<file path="src/rtl/data_memory_ctrl.sv">
// Data-segment memory: base-relative byte-addressed word RAM with byte-enable writes,
// req/ready handshake, 1- or 2-cycle read pipeline and a zero-fill sequencer.
//
// state    | meaning
// ST_CLEAR | FSM owns the port, writes 0 to word[clr_cnt] each cycle
// ST_READY | services load/store requests, clr_i starts a new zero-fill
module data_memory_ctrl #(
  parameter int                    DATA_WIDTH   = 32,
  parameter int                    ADDR_WIDTH   = 32,
  parameter int                    MEMORY_DEPTH = 64,
  parameter int                    READ_LATENCY = 1,
  parameter logic [ADDR_WIDTH-1:0] BASE_ADDR    = 32'h1001_0000
) (
  input  logic                    clk,
  input  logic                    reset,
  input  logic                    clr_i,
  input  logic                    req_i,
  input  logic                    we_i,
  input  logic [DATA_WIDTH/8-1:0] be_i,
  input  logic [ADDR_WIDTH-1:0]   addr_i,
  input  logic [DATA_WIDTH-1:0]   data_i,
  output logic                    ready_o,
  output logic                    rvalid_o,
  output logic [DATA_WIDTH-1:0]   q_o,
  output logic                    err_o
);

  localparam int NUM_BYTES  = DATA_WIDTH / 8;
  localparam int BYTE_SHIFT = $clog2(NUM_BYTES);
  localparam int IDX_W      = (MEMORY_DEPTH > 1) ? $clog2(MEMORY_DEPTH) : 1;

  localparam logic [ADDR_WIDTH-1:0] ALIGN_MASK = ADDR_WIDTH'(NUM_BYTES - 1);
  localparam logic [ADDR_WIDTH-1:0] DEPTH_A    = ADDR_WIDTH'(MEMORY_DEPTH);
  localparam logic [IDX_W-1:0]      LAST_IDX   = IDX_W'(MEMORY_DEPTH - 1);

  typedef enum logic {ST_CLEAR, ST_READY} state_t;

  state_t                state;
  logic [IDX_W-1:0]      clr_cnt;
  logic [DATA_WIDTH-1:0] mem [MEMORY_DEPTH];

  logic [ADDR_WIDTH-1:0] off;
  logic [ADDR_WIDTH-1:0] word_off;
  logic [IDX_W-1:0]      idx;
  logic                  addr_ok;
  logic                  accept;
  logic                  acc_wr;
  logic                  acc_rd;
  logic [DATA_WIDTH-1:0] rd_word;

  logic                  out_vld;
  logic                  out_err;
  logic [DATA_WIDTH-1:0] out_data;

  assign ready_o = (state == ST_READY) && !clr_i;
  assign accept  = req_i && ready_o;
  assign acc_wr  = accept && we_i;
  assign acc_rd  = accept && !we_i;

  // The full-width word offset is range-checked so addresses far above the
  // segment cannot alias into it through index truncation.
  assign off      = addr_i - BASE_ADDR;
  assign word_off = off >> BYTE_SHIFT;
  assign idx      = word_off[IDX_W-1:0];
  assign addr_ok  = (addr_i >= BASE_ADDR) && (word_off < DEPTH_A) &&
                    ((off & ALIGN_MASK) == '0);

  assign rd_word = addr_ok ? mem[idx] : '0;

  generate
    if (READ_LATENCY == 2) begin : g_lat2
      logic                  s1_vld;
      logic                  s1_err;
      logic [DATA_WIDTH-1:0] s1_data;

      always_ff @(posedge clk or negedge reset) begin
        if (!reset) begin
          s1_vld  <= 1'b0;
          s1_err  <= 1'b0;
          s1_data <= '0;
        end else begin
          s1_vld <= acc_rd;
          s1_err <= acc_rd && !addr_ok;
          if (acc_rd) s1_data <= rd_word;
        end
      end

      assign out_vld  = s1_vld;
      assign out_err  = s1_err;
      assign out_data = s1_data;
    end else begin : g_lat1
      assign out_vld  = acc_rd;
      assign out_err  = acc_rd && !addr_ok;
      assign out_data = rd_word;
    end
  endgenerate

  always_ff @(posedge clk or negedge reset) begin
    if (!reset) begin
      state    <= ST_CLEAR;
      clr_cnt  <= '0;
      rvalid_o <= 1'b0;
      q_o      <= '0;
      err_o    <= 1'b0;
    end else begin
      rvalid_o <= out_vld;
      err_o    <= (out_vld && out_err) || (acc_wr && !addr_ok);
      if (out_vld) q_o <= out_data;

      case (state)
        ST_CLEAR: begin
          clr_cnt <= clr_cnt + IDX_W'(1);
          if (clr_cnt == LAST_IDX) state <= ST_READY;
        end
        ST_READY: begin
          if (clr_i) begin
            state   <= ST_CLEAR;
            clr_cnt <= '0;
          end
        end
        default: state <= ST_CLEAR;
      endcase
    end
  end

  // Storage has no reset; the zero-fill sequence initialises it.
  always_ff @(posedge clk) begin
    if (state == ST_CLEAR) begin
      mem[clr_cnt] <= '0;
    end else if (acc_wr && addr_ok) begin
      for (int k = 0; k < NUM_BYTES; k++) begin
        if (be_i[k]) mem[idx][8*k +: 8] <= data_i[8*k +: 8];
      end
    end
  end

endmodule

</file>
<file path="config.mk">
export PLATFORM = sky130hd
export DESIGN_NAME = data_memory_ctrl
export DESIGN_NICKNAME = d
export VERILOG_FILES = /design/src/rtl/data_memory_ctrl.sv
export SDC_FILE = /design/constraint.sdc
export NUM_CORES = 2
export LEC_CHECK = 0
export CAP_MARGIN = 25
export CORE_MARGIN = 2
export CORE_UTILIZATION = 56
export CTS_CLUSTER_DIAMETER = 150
export DETAILED_ROUTE_END_ITERATION = 8
export PLACE_DENSITY = 0.74
export SYNTH_ARGS = -nofsm -noshare
export SYNTH_HDL_FRONTEND = slang
export SYNTH_SLANG_ARGS = --single-unit
</file>
<file path="constraint.sdc">
create_clock -name clk -period 3.59 [get_ports clk]
set_input_delay 1.077 -clock clk [delete_from_list [all_inputs] [get_ports clk]]
set_output_delay 1.077 -clock clk [all_outputs]
set_load 0.005 [all_outputs]
</file>
Yosys cells after proc, flatten, opt, wreduce, memory -nomap -nowiden. Memory sizes are Yosys's and may differ from the RTL's. Index checks and enable logic that the tools add are counted.

Input port bits: 73. Output and inout port bits: 35. Bits in writable memories: 2048. Register bits: 41. Memories: 1.

Memory list: mem (depth 64, bits a word 32, rd ports 1, clocked after memory_dff 0, write ports 1, line 40) `logic [DATA_WIDTH-1:0] mem [MEMORY_DEPTH];`.

Add/subtract/negate cells: 2. Eq/ne operators: 2. Mux-type cells: 26. Order comparisons: 2. Bitwise logic cells: 1. Reduce and logical (&&, ||, !) cells: 16.

Operators by type and width (count): 32-bit two-way mux (2); 32-bit by 29-bit >= comparator with 1-bit output, second input constant (1); 32-bit zero test (1); 32-bit OR reduction (1); 32-bit by 29-bit subtractor with 32-bit output, second input constant (1); 30-bit by 7-bit less-than comparator with 1-bit output, second input constant (1); 1-bit two-way mux (19); 6-bit two-way mux (2); 6-bit one-hot mux with 2 select lines (1); 1-bit logical AND (10); 6-bit by 1-bit adder with 6-bit output, second input constant (1); 6-bit == test, second input constant (1); 4-bit two-way mux (1); 1-bit zero test (3); 2-bit inequality test, second input constant (1); 1-bit one-hot mux with 2 select lines (1); 1-bit logical OR (1); 1-bit inverter (1).

Depth between registers and ports, before layout.
Word-level depth: 10. Gate-level depth with buffers: 11. Gate-level depth less buffers: 6.

Worst setup path after synthesis. No wires, ideal clock.

Kind: input to register. From: input port addr_i[9]. To: memory mem[48][16] (enable). Required time: 3.195 ns. Stages: 7. Library setup time: 0.395 ns. Buffers on the path: 1. Slack: -0.820 ns. Data arrival time: 4.016 ns. Cells stage by stage: or4_1 > nor4_1 > o2111ai_1 > nor3_4 > mux2_2 > clkbuf_1 > nor4_1.

Word-level cells in the longest chain between the ends: 10. Elaborated cells between the ends (all ways): 21. Those cells by class: 1 x add/sub; 2 x order compare; 14 x mux; 4 x reduce/logical.

Ends and longest elaborated chain: start, declared (line 20) `input logic [ADDR_WIDTH-1:0] addr_i,`; 32-bit by 29-bit subtractor with 32-bit output (line 62) `assign off = addr_i - BASE_ADDR;`; 30-bit by 7-bit less-than comparator with 1-bit output (line 65) `assign addr_ok = (addr_i >= BASE_ADDR) && (word_off < DEPTH_A) &&`; 1-bit logical AND * (2 in series) (line 65); 1-bit logical AND * (line 130) `end else if (acc_wr && addr_ok) begin`; 1-bit two-way mux (line 130); 1-bit two-way mux (line 128) `if (state == ST_CLEAR) begin`; 1-bit two-way mux (not written as such) (line 132) `if (be_i[k]) mem[idx][8*k +: 8] <= data_i[8*k +: 8];`; 32-bit OR reduction (no source line); 6-bit two-way mux (no source line) or 4-bit two-way mux (tied branches); end, declared (line 40).

Every way passes the cells marked *; elsewhere a longest branch is shown, timed or not.

Worst setup path in the final report.
From: input port addr_i[11]. To: memory mem[35][1] (enable).

Same word-level chain as after synthesis.

==> impl_metrics.yaml <==
floorplan:
  rows: 140
  die-area_um2: 149300
  die_height_um: 386.3
  start_util: 0.5630
  pin_count: 108
  fp.dieW_um: 386.3
  core_area_um2: 145400
power:
  p_per_area_nw_per_um2: 603.5
  p_leak_nw: 30.83
  ir_worst_vdd_mv: 0.7484
  p_total_mw: 60.99
drt:
  routedWlPerCell_um: 33.07
  initialDrtViolationCount: 7386
  antenna_left: 0
  viasPerCell: 6.733
  firstDrtPassIters: 6
  wl_um: 225800
  via_count: 45970
  drc_errors: 0
yosys:
  synth_common_cells: "2,048 x edfxtp_1, 492 x mux4_2, 234 x nor3_1, 177 x clkbuf_1, 159 x mux2i_1"
  synth_cells: 3942
  netlist_area_um2: 81860
  ys_seq_elements: 2089
  synth_area_leaders: "edfxtp_1 75%, mux4_2 14%, mux2i_1 1.9%, nor3_1 1.4%, dfrtp_1 1.3%"
  yosys_warnings: 0
  synth_fp_nets: 4016
  seq_area_frac_synth: 0.7638
  synth_ff_type: "edfxtp_1"
  synth.distinct_cells: 61
  yosysMostFrequentCell: "edfxtp_1"
  avgSynthCellArea_um2: 20.77
  synth_top_area_frac: 0.7513
  yosysTopAreaCell: "edfxtp_1"
  synth-edff-count: 2048
  async_flop_share: 0.01963
sta:
  max_freq_ghz: 0.2747
  setup_violations: 62
  worst_slew_pin_slew_ns: 0.9441
  setup_slack_ns: -0.05027
  rsz0062_at_grt: "true"
  fin_skew_ns: 0.02944
  min_period_ns: 3.640
  finalMaxSlewViolations: 0
  finalHoldViolations: 0
  max-slew-margin-rel: 0.3706
  period_share: 1.014
job:
  drv_cap: 0
min_path:
  hold_class: "in -> async"
clock_tree:
  cts_tree: "yes"
  cts_sinks: 2089
  cts_root_buf: "clkbuf_16"
  cts_inserted_buffers: 198
  hold_buffers: 0
  clk_pin_slew_ns: 0.06
  htreeDepth: 4
  clk_latency_ns: 0.85
  cts_buffer_depth: 3
worst_setup_path:
  crit_family: "buffers and inverters"
  rr_worst_depth: 10
  crit_path_top_delay_cell: "or4_4"
  cp.depth: 13
  start_kind: "primary input"
  critPathArrivalTime_ns: 4.17
  critPathKind: "in -> reg"
  required_ns: 4.12
  critical_path_buf_inv_count: 7
  crit_chain: "clkdlybuf4s15_1 -> or4_4 -> nor4b_4 -> o2111ai_4 -> buf_6 -> o31ai_1 -> buf_4 -> nand3_2 -> buf_12 -> buf_12 -> buf_4 -> nor3_2 -> buf_6"
  max_stage_delay_ns: 0.56
  crit_path_max_fanout: 8
  endpoint_kind: "register"
layout:
  areaGrowthSynthToFinish_pct: 23.47
  postLayoutCoreUtil: 0.6952
  final_cells: 6827
  fin_area_um2: 101100
  drive_above_1_share: 0.3753
  nets: 4811
run_status:
  violations: "setup timing"
  status: "complete, but fails checks"
place:
  gp_congestion: 0.8867
  placed_cell_area_um2: 92330
  io_buffers: 107
  dp_hpwl_um: 145700
  dp_slack_ns: -1.466
  dp.cells: 6386
grt:
  grt_remaining_overflow: 0
  grt_pass1_vias: 45810
  track_usage: 0.3040
  grt_pass1_wl_um: 322100
  grt_max_degree: 49
  antenna_found_initial: 9
[report_power, final]
group | internal (mW) | switching (mW) | total (mW)
Clock | 11.7 | 8.99 | 20.7
Sequential | 28.6 | 0.610 | 29.2
Combinational | 4.29 | 6.82 | 11.1
Total | 44.6 | 16.4 | 61.0
[flip-flops by register name, indices dropped and copies added, names as in the netlist]
register	cells
mem	2048
rvalid_o	1
q_o	32
clr_cnt	6
state	1
err_o	1
[placed cells by master, fill, tap and decap left out, types with 11 or more instances in the layout]
cell type        synthesis  final
dlymetal6s2s_1           0     11
o21ai_0                 37     34
nor3_4                   1     74
clkbuf_1               177     45
o221ai_1                47     47
nand2_1                 69     67
nor4_4                   0     34
buf_4                    1    535
buf_6                    0     32
and2_4                   0     30
o22ai_1                 30     30
mux4_2                 492    492
clkdlybuf4s50_1          0     86
dfrtp_1                 41     41
a22oi_1                109    109
clkinv_2                 0     38
edfxtp_1              2048   2048
a21oi_1                 80     80
clkinv_1                 0     34
buf_2                   78     15
o211ai_1                36     36
nand2b_1                19     18
nor3_2                   0     83
buf_12                   0    176
nor2_1                  26     22
nor3_1                 234     78
mux2i_1                159    150
clkbuf_16                0    207
bufinv_16                0     16
nand3_1                 53     50
[layout make-up]
class | count | area [um2]
antenna | 7 | 17.52
clock buffer | 255 | 5356
clock inverter | 111 | 1039
fill | 8373 | 44320
inverter | 6 | 22.52
multi-input combinational | 1568 | 20370
sequential | 2089 | 62530
tap | 1917 | 2399
timing repair buffer | 874 | 9346
[final timing paths]
check	startpoint	endpoint	slack [ns]
setup reg to reg	state$_DFF_PN0_	mem[54][29]$_DFFE_PP_	0.50
hold / removal	reset	q_o[6]$_DFFE_PN0P_	0.43
setup / recovery	addr_i[11]	mem[35][1]$_DFFE_PP_	-0.05
hold reg to reg	q_o[27]$_DFFE_PN0P_	q_o[27]$_DFFE_PN0P_	0.48
max in group asynchronous	reset	q_o[12]$_DFFE_PN0P_	2.51
min in group clk	q_o[27]$_DFFE_PN0P_	q_o[27]$_DFFE_PN0P_	0.48
[logic make-up after synthesis]
| family | count (synthesis) | share of synthesized area |
|---|---|---|
| flip-flops | 2089 | 0.7638 |
| multiplexers | 658 | 0.1558 |
| AND/OR/NAND/NOR | 516 | 0.03279 |
| AO/OA/AOI/OAI | 389 | 0.03265 |
| buffers and inverters | 285 | 0.01431 |
| XOR/XNOR | 4 | 0.0005198 |
| adder cells (fa/ha/maj) | 1 | 0.0001528 |
[metal layers]
layer / track usage / vias to the layer above / part of all wire / wire length [um]
met5: 0 / - / 0.00017 / 38
met4: 0.1253 / 6 / 0.043 / 9650
met3: 0.07800 / 567 / 0.13 / 28990
met2: 0.4684 / 3433 / 0.47 / 107200
met1: 0.4198 / 23670 / 0.35 / 79960
li1: - / 18290 / - / -
[per-stage QoR]
| step | hold WS, ns | setup TNS (ns) |
|---|---|---|
| floorplan | 0.4733 | -809.70 |
| global placement | 0.4625 | -2768.61 |
| detailed placement | 0.4738 | -2860.36 |
| CTS | 0.4205 | -18.45 |
| global route | 0.4800 | -2.501 |
| finish | 0.4328 | -1.684 |
[repair_timing]
action	in CTS	in global routing
cloned	2	3
endpoints found under the hold margin	0	0
pin swaps	15	23
resized for setup	227	97
setup buffers	36	27
endpoints found under the setup margin	1697	1999
(Power assumes the default switching activity.)
